### config.mk
export PLATFORM = sky130hd
export DESIGN_NAME = a51_keystream_ctrl
export DESIGN_NICKNAME = d
export VERILOG_FILES = /design/src/rtl/a51_keystream_ctrl.sv
export SDC_FILE = /design/constraint.sdc
export NUM_CORES = 1
export LEC_CHECK = 0
export CAP_MARGIN = 20
export CORE_MARGIN = 1.5
export CORE_UTILIZATION = 51
export CTS_CLUSTER_DIAMETER = 80
export CTS_CLUSTER_SIZE = 24
export DETAILED_ROUTE_END_ITERATION = 6
export PLACE_DENSITY = 0.71
export SLEW_MARGIN = 20
export SYNTH_ARGS = -nofsm -noshare
export SYNTH_HDL_FRONTEND = slang
export SYNTH_SLANG_ARGS = --single-unit
### constraint.sdc
create_clock -name clk -period 1.7 [get_ports clk]
set_input_delay 0.425 -clock clk [delete_from_list [all_inputs] [get_ports clk]]
set_output_delay 0.425 -clock clk [all_outputs]
set_load 0.03 [all_outputs]
### src/rtl/a51_keystream_ctrl.sv
// A5/1 control and keystream stage: key load, majority-clocked warm-up,
// keystream byte packing and valid/ready hand-off to the pixel XOR stage.
module a51_keystream_ctrl #(
  parameter int WARMUP    = 100,
  parameter int NUM_BYTES = 1024,
  parameter int CNT_W     = 16
) (
  input  logic       clk,
  input  logic       rst,
  input  logic       start,
  input  logic       x_out,
  input  logic       y_out,
  input  logic       z_out,
  input  logic       x_maj,
  input  logic       y_maj,
  input  logic       z_maj,
  output logic       load,
  output logic       x_trig,
  output logic       y_trig,
  output logic       z_trig,
  output logic [7:0] ks_byte,
  output logic       ks_valid,
  input  logic       ks_ready,
  output logic       busy,
  output logic       done
);

  typedef enum logic [2:0] {
    S_IDLE,
    S_LOAD,
    S_WARM,
    S_GEN,
    S_HOLD,
    S_DONE
  } state_t;

  localparam logic [CNT_W-1:0] WARM_LAST = CNT_W'(WARMUP - 1);
  localparam logic [CNT_W-1:0] NB_LAST   = CNT_W'(NUM_BYTES - 1);

  state_t           state;
  state_t           state_nx;
  logic [CNT_W-1:0] warm_cnt;
  logic [CNT_W-1:0] byte_cnt;
  logic [2:0]       bit_cnt;
  logic [6:0]       sr;
  logic             maj;
  logic             k;

  assign maj = (x_maj & y_maj) | (x_maj & z_maj) | (y_maj & z_maj);
  assign k   = x_out ^ y_out ^ z_out;

  always_ff @(posedge clk or posedge rst) begin
    if (rst) state <= S_IDLE;
    else     state <= state_nx;
  end

  always_comb begin
    state_nx = state;
    load     = 1'b0;
    x_trig   = 1'b0;
    y_trig   = 1'b0;
    z_trig   = 1'b0;
    ks_valid = 1'b0;
    busy     = 1'b1;
    done     = 1'b0;
    unique case (state)
      S_IDLE: begin
        busy = 1'b0;
        if (start) state_nx = S_LOAD;
      end
      S_LOAD: begin
        load = 1'b1;
        if (WARMUP == 0) state_nx = S_GEN;
        else             state_nx = S_WARM;
      end
      S_WARM: begin
        x_trig = (x_maj == maj);
        y_trig = (y_maj == maj);
        z_trig = (z_maj == maj);
        if (warm_cnt == WARM_LAST) state_nx = S_GEN;
      end
      S_GEN: begin
        x_trig = (x_maj == maj);
        y_trig = (y_maj == maj);
        z_trig = (z_maj == maj);
        if (bit_cnt == 3'd7) state_nx = S_HOLD;
      end
      S_HOLD: begin
        ks_valid = 1'b1;
        if (ks_ready) begin
          if (byte_cnt == NB_LAST) state_nx = S_DONE;
          else                     state_nx = S_GEN;
        end
      end
      S_DONE: begin
        done     = 1'b1;
        state_nx = S_IDLE;
      end
      default: state_nx = S_IDLE;
    endcase
  end

  // k is taken before the shift the same-cycle triggers cause
  always_ff @(posedge clk or posedge rst) begin
    if (rst) begin
      warm_cnt <= '0;
      byte_cnt <= '0;
      bit_cnt  <= '0;
      sr       <= '0;
      ks_byte  <= '0;
    end else begin
      unique case (state)
        S_LOAD: begin
          warm_cnt <= '0;
          byte_cnt <= '0;
          bit_cnt  <= '0;
        end
        S_WARM: warm_cnt <= warm_cnt + CNT_W'(1);
        S_GEN: begin
          sr      <= {sr[5:0], k};
          bit_cnt <= bit_cnt + 3'd1;
          if (bit_cnt == 3'd7) ks_byte <= {sr, k};
        end
        S_HOLD: begin
          if (ks_ready) byte_cnt <= byte_cnt + CNT_W'(1);
        end
        default: ;
      endcase
    end
  end

endmodule

### After elaboration in Yosys (flattened, before gate mapping)

Cells that the tools add are included.

* register bits after elaboration: 53
* input port bits: 10
* output and inout bits: 15

* add/sub/neg operators: 3
* eq/ne operators: 15
* multiplexer cells: 17
* bitwise gates (word level): 7
* reduce and logical (&&, ||, !) cells: 8

Operators with widths (number)
* one-hot mux 16 bit (2 select lines): 2
* adder 16 x 1 -> 16 bit, second input constant: 2
* equality test 16 x 10 -> 1 bit, second input constant: 1
* equality test 16 x 7 -> 1 bit, second input constant: 1
* two-way mux 16 bit: 1
* two-way mux 3 bit: 5
* one-hot mux 3 bit (5 select lines): 1
* equality test 3 bit, second input constant: 3
* inequality test 2 bit, second input constant: 4
* two-way mux 1 bit: 7
* equality test 3 x 2 -> 1 bit, second input constant: 2
* one-hot mux 3 bit (2 select lines): 1
* nonzero test 2 bit: 3
* AND reduction 2 bit: 2
* AND reduction 4 bit: 1
* adder 3 x 1 -> 3 bit, second input constant: 1
* AND 1 bit: 3
* equality test 1 bit: 3
* equality test 3 x 1 -> 1 bit, second input constant: 1
* zero test 3 bit: 1
* OR 1 bit: 2
* OR reduction 2 bit: 1
* bitwise XOR 1 bit: 2

### Depth between registers and ports, before layout

* depth after elaboration: 5
* depth in mapped cells: 6

### Least setup slack after synthesis

OpenSTA, ideal clock, no wires.

* path type: flip-flop to output port
* start point: reg state[2]
* end point: out load
* arrival time: 1.514 ns
* required time: 1.275 ns
* setup slack: -0.239 ns
* stages on the path, launching flop included: 5
* cells stage by stage: dfrtp_1 > or3b_1 > buf_2 > inv_1 > buf_1

* word-level cells in the longest chain between the ends: 2

Ends and longest elaborated chain
* from (decl): RTL line 40 `state_t state;`
* from (signal assigned): RTL line 54 `else state <= state_nx;`
* equality test 3 x 1 -> 1 bit: RTL line 66 `unique case (state)`
* two-way mux 1 bit: RTL line 66
* to (decl): RTL line 17 `output logic load,`

Every way passes these cells.

### Final worst setup path

* start point: reg state[2]
* end point: reg warm_cnt[13]

* word-level cells in the longest chain between the ends: 2
* elaborated cells between the ends (all ways): 4
* classes of those cells: eq/ne: 2; mux: 1; reduce/logical: 1

Ends and longest elaborated chain
* equality test 3 x 2 -> 1 bit or equality test 3 x 1 -> 1 bit (tied branches): RTL line 112 `unique case (state)`
* one-hot mux 16 bit (2 select lines) or nonzero test 2 bit (tied branches)
* to (signal assigned): RTL line 118 `S_WARM: warm_cnt <= warm_cnt + CNT_W'(1);`
* to (decl): RTL line 42 `logic [CNT_W-1:0] warm_cnt;`

Parallel ways exist; a longest one is shown, timed or not.
A chain may end at the register's enable or synchronous reset.

==> flow_summary.ini <==
[setup_path]
reg2reg_depth = 6
start_kind = register
crit_arrival_ns = 2.11
critPathCaptureType = register
path_class = reg2reg
cp.buffers_inverters = 2
crit_required_ns = 1.92
path_depth = 6
worstPathMaxFanout = 5
slowest_stage = dfrtp_2
path_cells = buf_4 > buf_6 > or3b_4 > nor4_4 > nand3_1 > mux2i_1
r2r-end = warm_cnt[13]
timing.rr.start = state[2]
r2r_slack_ns = -0.20
cp_top_family = simple AND/OR/NAND/NOR gates
slowest_delay_ns = 0.44

[finish]
final_core_util_pct = 74.25
antenna_cells = 0
syn_to_final_growth_pct = 36.93
final_common_cell = dfrtp_1
fin_nets = 345
layout-drive-gt1-share_pct = 33.73
final_cell_mix = dfrtp_1, buf_4, nand2_1
fin_area_sq_um = 3600
stdcell_count = 399

[synth]
synth_top_family_by_area = simple AND/OR/NAND/NOR gates
yosys.area_share.simple_pct = 22.94
synth_fp_nets = 272
ys_seq_area_share_pct = 50.45
synth_cells = 258
synth.mux.area_fraction_pct = 8.615
yosys.area_share.adder_pct = 1.904
yosys_register_bits = 53
synth_ff_type = dfrtp_1
yosys.area_share.xor_xnor_pct = 1.999
synth_area_per_cell_sq_um = 10.19
synth_area_sq_um = 2629
ys_warn_count = 0
synth_cell_types = 46
async_flop_share_pct = 100.0
synth_edf_count = 0
synth_compound_area_share_pct = 11.85

[global_routing]
grt_usage_pct = 21.14
overflow = 0
grt_pass1_wl_um = 9039
grt_max_degree = 54
grt_pass1_vias = 2026
grt_antenna_before_repair = 0

[route]
first_pass_iters = 4
vias_per_cell = 5.642
vias = 2251
postRouteAntennaNets = 0
drt_iter0_drc = 130
drt_wl_total_um = 6064
post_drt_wl_per_cell_um = 15.20
drc_errors = 0

[min_path]
worstHoldStart = ks_byte[0]
min_delay_path_depth = 2
min_delay_worst_endpoint = ks_byte[0]
hp-class = reg2reg

[floorplan]
initial_core_util_pct = 54.22
core_area_sq_um = 4848
io_pins = 25
die_x_um = 74.80
die_h_um = 74.80
rows = 25
die-area_sq_um = 5594

[clock_network]
holdBufCountCts = 0
clock_sinks = 53
cts_made_buffers = 5
clock_path_buffers = 2
htreeDepth = 2
root_buffer = clkbuf_8
clkLatencyLatePin_ns = 0.31
cts_tree = built
cts.clk_slew.worst_paths_ns = 0.11

[sta]
period_share_pct = 111.6
hold_viol_final = 0
holdWs_ns = 0.4874
tightestPinTransition_ns = 0.3990
fmax_mhz = 527.2
slew_headroom_pct = 73.32
rsz0062_at_grt = true
setup_viol = 24
setup_ws_ns = -0.1967
drv_slew = 0
period_minus_slack_ns = 1.897
clock_skew_ns = 0.01138

[pwr]
combPwrFrac_pct = 44.4
power_switching_uw = 1796
power.leakage_uw = 0.001636
pwr-share-clk_pct = 15.6
ir_worst_vdd_mv = 1.241
power_density_nw_per_um2 = 1315
p_seq_share_pct = 40.0
power_uw = 4735
p_int_uw = 2939
p_sw_share_pct = 37.93

[outcome]
status = finished, violations left
violations = negative setup slack

[placed_design]
port_buffers = 24
placed_cells = 373
dpl.hpwl_um = 3784
placed_area_sq_um = 3183
place_congestion = 0.8055

[run]
drv_cap = 0
[synth_stat cells, types with 2 or more instances]
cell type	count	share of area [%]
a211o_1	2	0.67
a211oi_1	3	0.86
a21oi_1	11	2.1
a31oi_1	2	0.48
and3_1	4	0.95
and4_1	2	0.67
buf_2	2	0.38
clkbuf_1	6	0.86
dfrtp_1	53	50
ha_1	4	1.9
inv_1	6	0.86
mux2_2	13	5.6
mux2i_1	8	3.0
nand2_1	31	4.4
nand2b_1	3	0.71
nand3_1	15	2.9
nand4_1	10	2.4
nor2_1	11	1.6
nor3_1	3	0.57
nor3b_1	2	0.57
nor4_1	3	0.71
nor4_4	2	1.6
o211ai_1	2	0.57
o21ai_0	23	4.4
o31ai_1	2	0.57
or2_2	2	0.48
or3_1	10	2.4
xnor2_1	3	1.0
xor2_1	3	1.0
[tightest hold or removal path, stage by stage, from the launching register on]
cell	delay, ns
dfrtp_1	0.35
nand2_1	0.04
o21ai_0	0.06
[stage by stage]
step / setup TNS [ns] / setup slack (ns)
final: -2.607 / -0.1967
after global routing: -4.211 / -0.2369
after CTS: -2.015 / -0.1674
after detailed placement: -5.669 / -0.3948
after global placement: -5.126 / -0.3804
after floorplan: -1.155 / -0.2158
[flip-flops by register name, summed over array words and instances (netlist names)]
register	cells
ks_byte	8
byte_cnt	16
state	3
bit_cnt	3
warm_cnt	16
sr	7
[power by group through the flow]
stage | clock, uW | sequential (uW) | combinational, uW
after global routing | 800 | 1950 | 2280
after global placement | 0 | 1920 | 1610
after floorplan | 0 | 1980 | 932
after detailed placement | 0 | 1930 | 1650
final | 739 | 1900 | 2100
after CTS | 755 | 1890 | 1810
[metal layers]
metal,vias to the layer above,track usage (%),part of all wire [%]
met5,-,0,0
met4,0,8.081,2.0
met3,13,4.685,3.3
met2,25,35.02,52
met1,1104,27.23,43
li1,1109,-,-
[cell type report]
cell class,instances,area (sq um)
Clock inverter,3,25.02
Tap cell,67,83.83
Timing Repair Buffer,74,653.1
Fill cell,337,1249
Multi-Input combinational cell,191,1413
Clock buffer,5,68.82
Sequential cell,53,1328
Inverter,6,28.78
[repair_timing]
action	in CTS	in global routing
buffers inserted	9	8
setup endpoints to repair	37	28
pin swaps	8	12
gates cloned	0	1
resized for setup	40	32
[worst max-delay path by stage]
| stage | from | end | slack [ns] |
|---|---|---|---|
| after global placement | ks_ready | byte_cnt[8] | -0.38 |
| after CTS | state[2] | load | -0.17 |
| after global routing | state[2] | warm_cnt[13] | -0.24 |
| final | state[2] | warm_cnt[13] | -0.20 |
| after detailed placement | ks_ready | byte_cnt[8] | -0.39 |
| after floorplan | state[1] | x_trig | -0.22 |
[cells by family after synthesis]
family                     Yosys count
and+or+nand+nor                    107
buffers and inverters               15
adders and majority gates            4
AOI/OAI and AO/OA                   52
xor gates and xnor gates             6
muxes                               21
DFF                                 53
Note: power is estimated with default switching activity, not from simulation.
==> RTL change 1 (same settings) <==
Change the parameter `CNT_W` from 16 to 32.
--- a/src/rtl/a51_keystream_ctrl.sv
+++ b/src/rtl/a51_keystream_ctrl.sv
@@ -3,7 +3,7 @@
 module a51_keystream_ctrl #(
   parameter int WARMUP    = 100,
   parameter int NUM_BYTES = 1024,
-  parameter int CNT_W     = 16
+  parameter int CNT_W     = 32
 ) (
   input  logic       clk,
   input  logic       rst,
Formal check against the unedited RTL: same outputs for any inputs over 10 cycles, from zero or initial values and one cycle with rst high; that may be too few to reach the edited logic, so the function may still have changed.
==> RTL change 1 against the unedited design <==
- setup slack worse by 120 ps
- sequential cell count is 32 higher
- total power is 36% higher
- count of clock-buffer cells in the layout is 4 higher
- design area is 67% higher
- core utilization is 0.50 points lower
- critical endpoint is now byte_cnt[25]
- routed wire length is 84% higher
- maximum frequency is 5.9% lower
- synthesized area is 62% higher
- the flow still finishes with violations (setup timing)
- sequential share of layout area is 1.4 points lower
- largest power group unchanged
- via count is 74% higher
==> RTL change 1: results <==
set metrics [dict create \
    nNetsFinal 568 \
    numCtsBuffers 9 \
    violations "setup timing" \
    first_pass_iters 5 \
    fin_skew_ps 13.67 \
    grt_pass1_vias 3625 \
    place.gp.congestion 0.7769 \
    syn_nets 456 \
    r2r_end "byte_cnt[25]" \
    grt_max_degree 67 \
    drtIter0Drc 224 \
    dp_hpwl_mm 6.669 \
    setup_violations 57 \
    avgSynthCellArea_um2 9.633 \
    hp-class "input pin to asynchronous set/reset pin" \
    htreeDepth 3 \
    grt_pass1_wl_mm 16.70 \
    yosysSeqAreaShare_pct 49.96 \
    reg.largest.list "byte_cnt (32), warm_cnt (32), ks_byte (8)" \
    cp.arrival_ps 2310 \
    outcome "finished, violations left" \
    wl_per_cell_um 16.80 \
    drive_above_1_share_pct 36.14 \
    rr_worst_depth 7 \
    setup_ws_ps -314.7 \
    dp.cells 616 \
    maxSlewHeadroom_pct 70.95 \
    synth_area_leaders "dfrtp_1, nand2_1, xor2_1, nand3_1, nand4_1" \
    clk-insertion-delay-late_ps 380 \
]
[RTL change 1: cell types whose count changed after synthesis, sizes merged, moves of 4 or more]
cell,unedited run,this run
nor2,11,44
or3,10,6
a21oi,11,7
o31ai,2,7
mux2,13,7
nand3,15,39
and3,4,10
nor4,5,14
xor2,3,24
inv,6,10
dfrtp,53,85
o211ai,2,7
nand4,10,28
nand2,31,63
[RTL change 1: routing by layer]
layer,routed length [µm],track usage [%],up-vias
li1,-,-,1827
met1,4663,30.01,1948
met2,5844,40.65,106
met3,382,6.522,32
met4,264,9.080,0
met5,0,0,-
[RTL change 1: cell families after synthesis]
kind of cell               share of synthesized area (%)
and+or+nand+nor                                    28.09
DFF                                                49.96
AOI/OAI and AO/OA                                  8.552
xor gates and xnor gates                           5.554
buffers and inverters                              2.703
muxes                                              3.967
adders and majority gates                          1.175
[RTL change 1: metrics by stage]
stage | setup slack [ps] | TNS [ps] | util, %
global placement | -512.3 | -10020 | 62.45
global route | -397.3 | -12420 | 73.74
finish | -314.7 | -9000 | 73.74
CTS | -284.8 | -5648 | 68.57
detailed placement | -568.1 | -11360 | 62.45
floorplan | -244.1 | -3187 | -
[RTL change 1: power breakdown]
group	switching, µW	internal [µW]	total (µW)
clock	811	548	1360
sequential	213	2300	2520
combinational	1380	1160	2550
total	2410	4010	6420
[RTL change 1: final cells by class]
type                            count  share of cell area (%)
Multi-Input combinational cell    334                   41.01
Sequential cell                    85                   35.50
Timing Repair Buffer              114                   17.52
Tap cell                          105                   2.190
Clock buffer                        9                   2.065
Clock inverter                      7                  0.9387
Inverter                           10                  0.7718
[RTL change 1: what timing repair did]
item	CTS	global route
cloned	1	1
resized for setup	74	70
pin swaps	18	39
setup endpoints to repair	55	70
endpoints found under the hold margin	0	0
buffers inserted	14	16
==> RTL change 2 (same settings) <==
Without the edit above. Compare `byte_cnt` against `NB_LAST` with >= in place of ==.
--- a/src/rtl/a51_keystream_ctrl.sv
+++ b/src/rtl/a51_keystream_ctrl.sv
@@ -88,7 +88,7 @@
       S_HOLD: begin
         ks_valid = 1'b1;
         if (ks_ready) begin
-          if (byte_cnt == NB_LAST) state_nx = S_DONE;
+          if (byte_cnt >= NB_LAST) state_nx = S_DONE;
           else                     state_nx = S_GEN;
         end
       end
Behaviour: no difference found for any inputs over 10 cycles, from zero or initial values and one cycle with rst high; that may be too few to reach the edited logic, so the function may still have changed.
==> RTL change 2 against the unedited design <==
- the run still ends with setup timing left
- total power is 7.8% higher
- sequential cell count unchanged
- synthesized area is 4.2% higher
- maximum frequency decreased by 2.9%
- routed wire length increased by 5.9%
- setup slack got worse by 57 ps
- clock skew down 4.0 ps
- design area is 3.7% higher
- core utilization decreased by 1.6 points
- non-clock buffer count is 3 lower
- largest cell class unchanged
==> RTL change 2: results <==
set metrics [dict create \
    violations "setup timing" \
    ys_types 50 \
    cp.arrival_ps 1530 \
    grt_pass1_vias 2390 \
    p_leak_uw 0.001784 \
    vias 2344 \
    syn_nets 288 \
    numCtsBuffers 5 \
    hp-class "input pin to asynchronous set/reset pin" \
    tightest_slew_ps 508.1 \
    preCtsSetupSlack_ps -461.7 \
    nNetsFinal 352 \
    crit_fanout 3 \
    grt_max_degree 27 \
    yosysSeqAreaShare_pct 48.42 \
    finalSetupTns_ps -2290 \
    peakVddDrop_mv 1.114 \
    use_met1_pct 27.37 \
    dp.cells 386 \
    met2_usage_pct 40.09 \
    crit_family "buffers and inverters" \
    fin_skew_ps 7.401 \
    clk_pin_slew_ps 100 \
    drive_above_1_share_pct 31.86 \
    grt_pass1_wl_mm 10.74 \
    wl_per_cell_um 15.70 \
    grtUsageTotal_pct 22.93 \
    avgSynthCellArea_um2 9.996 \
    setup_ws_ps -253.8 \
    rr_worst_depth 7 \
    cp_slowest_cell "dfrtp_1" \
    root_buffer "clkbuf_8" \
    cp_slowest_stage_delay_ps 410 \
    setup_violations 16 \
    synth_area_leaders "dfrtp_1, mux2_2, nand2_1, o21ai_0, mux2i_1" \
    place.gp.congestion 0.7900 \
    outcome "finished, violations left" \
    drtIter0Drc 143 \
    dp_hpwl_mm 3.954 \
    sw_frac_of_total_pct 36.16 \
    final_cells 409 \
]
[RTL change 2: cell count changes in the layout (fill, tap and decap cells not counted), moves of 3 or more]
cell | unedited run | this run
or3_1 | 10 | 1
nand2_1 | 30 | 36
nor2_2 | 3 | 0
nor2_1 | 7 | 18
inv_1 | 3 | 6
o21ai_1 | 9 | 1
buf_4 | 42 | 37
nand3_1 | 15 | 10
a211oi_2 | 3 | 0
a211o_4 | 3 | 0
xor2_1 | 3 | 6
a221oi_2 | 0 | 3
[RTL change 2: area by class of cell]
class	count	area (µm²)
Multi-Input combinational cell	197	1490
Sequential cell	53	1329
Fill cell	390	1406
Clock inverter	3	65.06
Clock buffer	5	68.82
Tap cell	70	87.58
Inverter	10	46.29
Timing Repair Buffer	71	646.9
[RTL change 2: power groups by stage]
stage / logic [µW] / registers (µW) / clock network, µW
after floorplan: 1180 / 1970 / 0
after global placement: 1820 / 1910 / 0
after detailed placement: 1870 / 1920 / 0
after CTS: 2070 / 1900 / 1020
after global routing: 2400 / 1960 / 1060
final: 2190 / 1910 / 1010
[RTL change 2: kinds of logic after synthesis]
family	share of synthesized area (%)
and+or+nand+nor	21.52
DFF	48.42
AOI/OAI and AO/OA	12.97
buffers and inverters	3.746
muxes	8.314
xor gates and xnor gates	3.198
adders and majority gates	1.827
[RTL change 2: metal layers]
metal,vias up,share of wire [%]
li1,1121,-
met1,1166,42
met2,46,52
met3,11,3.7
met4,0,1.7
met5,-,0
[RTL change 2: repair_timing]
action,4_1_cts,5_1_grt
hold buffers,0,0
endpoints found under the setup margin,33,29
gates resized for setup,40,24
buffers inserted,11,5
pin swaps,7,11
[RTL change 2: metrics by stage]
stage	power [µW]	instance area [µm²]
after floorplan	3152	2781
after global placement	3725	3267
after detailed placement	3788	3267
after CTS	4992	3605
after global routing	5419	3734
final	5102	3734
[RTL change 2: worst max path at each step]
stage / start / to / slack (ps) / cells past startpoint
2_1_floorplan: state[2] / x_trig / -220 / 3
3_3_place_gp: ks_ready / byte_cnt[12] / -440 / 6
3_5_place_dp: ks_ready / byte_cnt[12] / -460 / 6
4_1_cts: state[2] / load / -280 / 5
5_1_grt: state[2] / load / -300 / 5
6_report: state[2] / load / -250 / 5
